===== src/rtl/procyon_run_ctrl.sv =====
// procyon_run_ctrl: run/halt control with clock-enable gating, retire trace FIFO and debug display mux.
// Core activity is only honoured while o_core_en is high, so a halted core cannot change any state here.
module procyon_run_ctrl #(
    parameter int OPTN_DATA_WIDTH       = 32,
    parameter int OPTN_ADDR_WIDTH       = 32,
    parameter int OPTN_REGMAP_IDX_WIDTH = 5,
    parameter int OPTN_STEP_CNT_WIDTH   = 8,
    parameter int OPTN_TRACE_DEPTH      = 8
) (
    input  logic                                clk,
    input  logic                                n_rst,
    input  logic [1:0]                          i_mode,
    input  logic [OPTN_STEP_CNT_WIDTH-1:0]      i_step_count,
    input  logic [OPTN_ADDR_WIDTH-1:0]          i_bp_addr,
    input  logic                                i_resume,
    input  logic                                i_halt_req,
    input  logic                                i_retire_en,
    input  logic [OPTN_REGMAP_IDX_WIDTH-1:0]    i_retire_rdest,
    input  logic [OPTN_DATA_WIDTH-1:0]          i_retire_data,
    input  logic                                i_redirect,
    input  logic [OPTN_ADDR_WIDTH-1:0]          i_redirect_addr,
    output logic                                o_core_en,
    output logic                                o_halted,
    input  logic                                i_trace_pop,
    input  logic                                i_trace_clr,
    output logic                                o_trace_valid,
    output logic [OPTN_REGMAP_IDX_WIDTH-1:0]    o_trace_rdest,
    output logic [OPTN_DATA_WIDTH-1:0]          o_trace_data,
    output logic [$clog2(OPTN_TRACE_DEPTH):0]   o_trace_count,
    output logic                                o_trace_overflow,
    input  logic [1:0]                          i_disp_sel,
    output logic [OPTN_DATA_WIDTH-1:0]          o_disp_value
);
    localparam int AW = $clog2(OPTN_TRACE_DEPTH);
    localparam logic [OPTN_STEP_CNT_WIDTH-1:0] STEP_ONE = 1;

    typedef enum logic {HALT, RUN} state_t;
    state_t state, state_nxt;

    logic                               retire, redirect, stop, push, pop, full;
    logic [OPTN_STEP_CNT_WIDTH-1:0]     step_cnt, step_nxt;
    logic [AW:0]                        wr_ptr, rd_ptr;
    logic [OPTN_DATA_WIDTH-1:0]         mem_data [OPTN_TRACE_DEPTH];
    logic [OPTN_REGMAP_IDX_WIDTH-1:0]   mem_rdest [OPTN_TRACE_DEPTH];
    logic [OPTN_DATA_WIDTH-1:0]         retire_cnt, last_data, disp_nxt;
    logic [OPTN_ADDR_WIDTH-1:0]         last_redirect;

    assign retire   = i_retire_en & o_core_en;
    assign redirect = i_redirect & o_core_en;
    assign o_halted = (state == HALT);

    always_comb begin
        stop = i_halt_req
             | (i_mode == 2'b01 & retire)
             | (i_mode == 2'b10 & retire & step_cnt == STEP_ONE)
             | (i_mode == 2'b11 & redirect & i_redirect_addr == i_bp_addr);
        state_nxt = state;
        step_nxt  = step_cnt;
        if (state == HALT) begin
            if (i_resume & ~i_halt_req) begin
                state_nxt = RUN;
                step_nxt  = (i_step_count == '0) ? STEP_ONE : i_step_count;
            end
        end else begin
            if (stop)
                state_nxt = HALT;
            // a counter already at zero (mode switched mid-run) must not wrap
            if (i_mode == 2'b10 && retire && step_cnt != '0)
                step_nxt = step_cnt - 1'b1;
        end
    end

    always_ff @(posedge clk or negedge n_rst) begin
        if (!n_rst) begin
            state         <= HALT;
            o_core_en     <= 1'b0;
            step_cnt      <= '0;
            retire_cnt    <= '0;
            last_data     <= '0;
            last_redirect <= '0;
            o_disp_value  <= '0;
        end else begin
            state        <= state_nxt;
            o_core_en    <= (state_nxt == RUN);
            step_cnt     <= step_nxt;
            o_disp_value <= disp_nxt;
            if (retire) begin
                retire_cnt <= retire_cnt + 1'b1;
                last_data  <= i_retire_data;
            end
            if (redirect)
                last_redirect <= i_redirect_addr;
        end
    end

    assign o_trace_valid = (wr_ptr != rd_ptr);
    assign full          = (wr_ptr[AW] != rd_ptr[AW]) && (wr_ptr[AW-1:0] == rd_ptr[AW-1:0]);
    assign pop           = i_trace_pop & o_trace_valid;
    assign push          = retire & (~full | pop);
    assign o_trace_count = wr_ptr - rd_ptr;
    assign o_trace_data  = o_trace_valid ? mem_data[rd_ptr[AW-1:0]] : '0;
    assign o_trace_rdest = o_trace_valid ? mem_rdest[rd_ptr[AW-1:0]] : '0;

    always_ff @(posedge clk or negedge n_rst) begin
        if (!n_rst) begin
            wr_ptr           <= '0;
            rd_ptr           <= '0;
            o_trace_overflow <= 1'b0;
        end else if (i_trace_clr) begin
            wr_ptr           <= '0;
            rd_ptr           <= '0;
            o_trace_overflow <= 1'b0;
        end else begin
            if (push)
                wr_ptr <= wr_ptr + 1'b1;
            if (pop)
                rd_ptr <= rd_ptr + 1'b1;
            if (retire & full & ~pop)
                o_trace_overflow <= 1'b1;
        end
    end

    always_ff @(posedge clk) begin
        if (push & ~i_trace_clr) begin
            mem_data[wr_ptr[AW-1:0]]  <= i_retire_data;
            mem_rdest[wr_ptr[AW-1:0]] <= i_retire_rdest;
        end
    end

    always_comb
        disp_nxt = (i_disp_sel == 2'b00) ? last_data :
                   (i_disp_sel == 2'b01) ? OPTN_DATA_WIDTH'(last_redirect) :
                   (i_disp_sel == 2'b10) ? o_trace_data : retire_cnt;
endmodule

===== config.mk =====
export PLATFORM = sky130hd
export DESIGN_NAME = procyon_run_ctrl
export DESIGN_NICKNAME = d
export VERILOG_FILES = /design/src/rtl/procyon_run_ctrl.sv
export SDC_FILE = /design/constraint.sdc
export NUM_CORES = 1
export LEC_CHECK = 0
export ABC_AREA = 0
export BUFFER_PORTS_ARGS = -buffer_cell sky130_fd_sc_hd__buf_2
export CORE_UTILIZATION = 40
export DETAILED_ROUTE_END_ITERATION = 10
export GPL_TIMING_DRIVEN = 0
export PLACE_DENSITY = 0.63
export SLEW_MARGIN = 20
export SYNTH_ARGS = -nofsm -noshare
export SYNTH_HDL_FRONTEND = slang
export SYNTH_SLANG_ARGS = --single-unit

===== constraint.sdc =====
create_clock -name clk -period 6.65 [get_ports clk]
set_input_delay 0.9975 -clock clk [delete_from_list [all_inputs] [get_ports clk]]
set_output_delay 0.9975 -clock clk [all_outputs]
set_load 0.1 [all_outputs]

==> metrics.yaml <==
power_and_ir_drop:
  swShare_pct: 32.5
  vdd_ir_drop_max_v: 0.000265
  power.leakage_nw: 8.30
  combPwrFrac_pct: 21.6
  p_sw_mw: 2.34
  cellPowerDensity_mw_per_mm2: 332
  p_clk_share_pct: 33.1
  pwr-share-seq_pct: 45.3
  p_int_mw: 4.85
logic_synthesis:
  synth_area_leaders: "edfxtp_1, dfrtp_1, mux2i_1"
  synth_cell_types: 51
  yosysWarnings: 0
  syn_nets: 1354
  ys_seq_elements: 442
  yosysSeqAreaShare_pct: 68.9
  synth_edf_count: 296
  synth_largest_area_cell: "edfxtp_1"
  ys.flop_type: "edfxtp_1"
  syn_inst: 1223
  netlist_area_mm2: 0.0182
  async_flop_share_pct: 33.0
  netlist.area_leader.share_pct: 48.8
  avgSynthCellArea_um2: 14.9
worst_setup_path:
  endpoint_kind: "output port"
  rrSetupSlack_ps: 2420
  critPathArrivalTime_ps: 5060
  cp_slowest_stage_delay_ps: 900
  required_ps: 5650
  cp_slowest_cell: "a221oi_1"
  crit_chain: "buf_2, buf_2, buf_2, buf_2, inv_1, ha_1, and4_1, buf_2, inv_2, buf_4, nand2_1, a221oi_1, buf_2"
  cp_max_fo: 10
  crit_family: "buffers and inverters"
  crit_path_frequent_cell: "buf_2"
  crit_start: "rd_ptr[1]"
  timing.rr.start: "rd_ptr[1]"
  critPathKind: "reg2out"
  worst_setup_path_start_kind: "flop"
  path_buf_inv: 9
final_layout:
  layout_commonest_cell: "edfxtp_1"
  layout_common_cells: "edfxtp_1, buf_2, nand2_1"
  drive_above_1_share_pct: 25.8
  finalNetCount: 1618
  final_cells: 2115
  area_growth_pct: 19.2
  fillers: 3924
detailed_routing:
  vias: 11400
  drt-pass1-iter-count: 6
  wire_per_inst_um: 22.4
  viasPerCell: 5.37
  drc_errors: 0
  antenna_left: 0
  wl_um: 47400
  drt-initial-drc-count: 1036
floorplan:
  die_w_um: 215
  core-area_mm2: 0.0445
  num_rows: 77
  dieArea_mm2: 0.0464
  die_y_um: 215
  initial_core_util_pct: 40.9
  pin_count: 198
grt:
  globalRoute.busiestLayer: "met2"
  use_met3_pct: 3.99
  grt_use_met2_pct: 34.4
  grt_overflow: 0
  grt_max_degree: 93
  grt_first_pass_wirelength_um: 71400
  antenna_found_initial: 7
  met1_usage_pct: 28.0
  grtUsageTotal_pct: 20.7
  first_global_vias: 11600
cts:
  cts_htree_levels: 2
  clkTransAtPathRegs_ps: 60
  cts_setup_buffers: 0
  clockBufferDepth: 3
  hold_buffers: 0
  cts-root-buf: "clkbuf_16"
  clock_sinks: 442
  cts-resized-gates: 0
  insertion_delay_ps: 570
  cts_tree: "built"
  cts_buffers: 46
sta:
  slew_headroom_pct: 22.9
  rsz0062_at_grt: "no"
  final.setup.worst_slack_ps: 594
  setup_tns_ps: 0
  hold_viol: 0
  max_freq_ghz: 0.165
  finClkSkew_ps: 10.8
  finalCritPeriodShare_pct: 91.1
  report.final.slew_viol_count: 0
  setup_viol: 0
  timing_worst_slew_pin_value_ps: 1160
  period_needed_ps: 6060
place:
  port_buffers: 196
  place_ws_ps: 1180
  post-place-cells: 2031
  hpwlAfterDp_um: 34200
  place.gp.congestion: 0.862
worst_hold_path:
  hp-class: "in2async"
flow_run:
  max_cap_viol_count: 0
status:
  status: "finished, final reports clean"
==> metrics by stage <==
| stage | hold slack (ps) | area [um2] | power [mW] | util (%) |
|---|---|---|---|---|
| 6_report | 459 | 21700 | 7.19 | 48.7 |
| 4_1_cts | 448 | 21700 | 7.25 | 48.7 |
| 2_1_floorplan | 441 | 18200 | 4.43 | - |
| 3_3_place_gp | 465 | 19900 | 4.85 | 44.8 |
| 3_5_place_dp | 465 | 20300 | 4.87 | 45.6 |
| 5_1_grt | 458 | 21700 | 7.44 | 48.7 |
==> sequential cells by signal (all words and copies together) (netlist names) <==
signal            cells
last_redirect        32
mem_rdest            40
o_trace_overflow      1
step_cnt              8
mem_data            256
retire_cnt           32
wr_ptr                4
rd_ptr                4
state                 1
last_data            32
o_disp_value         32
==> cells in the mapped netlist, types with 12 or more instances <==
library cell,instances
buf_2,20
nor3_1,12
mux2_2,32
clkbuf_1,32
xor2_1,31
a222oi_1,32
dfrtp_1,146
mux2i_1,129
nand2_1,162
nor2_1,35
xnor2_1,41
a22oi_1,35
nand3_1,23
a221oi_1,24
a21oi_1,15
inv_1,17
edfxtp_1,296
nand4_1,17
a21bo_2,31
==> power groups by stage <==
stage               Clock [mW]  Sequential [mW]  Combinational [mW]
floorplan                    0             3.56               0.871
global placement             0             3.31                1.54
detailed placement           0             3.31                1.56
CTS                       2.43             3.26                1.56
global route              2.53             3.28                1.63
finish                    2.38             3.26                1.55
==> logic make-up (layout without fill, tap and decap cells) <==
group           count (synthesis)  in the layout  synth area share [%]
flops                         442            442                  68.9
buf+inv                        85            384                  2.01
other cells                     0              1                     0
simple gates                  283            283                  6.87
mux                           171            171                  10.3
compound gates                160            160                  7.70
xor+xnor                       72             72                  3.46
fa+ha+maj                      10             10                 0.729
==> metal layers <==
layer	vias to the layer above	wire, um
li1	5179	-
met2	325	23300
met5	-	51
met4	8	732
met1	5782	20600
met3	56	2740
==> path summary, 6_finish.rpt <==
path,end,cells after the start
min in group clk,last_data[30],2
hold / removal,last_redirect[28],2
setup / recovery,o_trace_data[19],13
hold reg to reg,last_data[30],2
max in group asynchronous,o_disp_value[4],3
setup reg to reg,o_disp_value[19],13
==> final cells by class <==
type / instances / area (um2) / area share (%)
Buffer: 65 / 292 / 1.34
Sequential cell: 442 / 12500 / 57.8
Multi-Input combinational cell: 696 / 5350 / 24.7
Clock inverter: 18 / 77.6 / 0.358
Timing Repair Buffer: 216 / 1310 / 6.03
Tap cell: 592 / 741 / 3.41
Antenna cell: 1 / 2.50 / 0.0115
Clock buffer: 65 / 1310 / 6.02
Inverter: 20 / 75.1 / 0.346
Power figures use the tool's default switching activity.
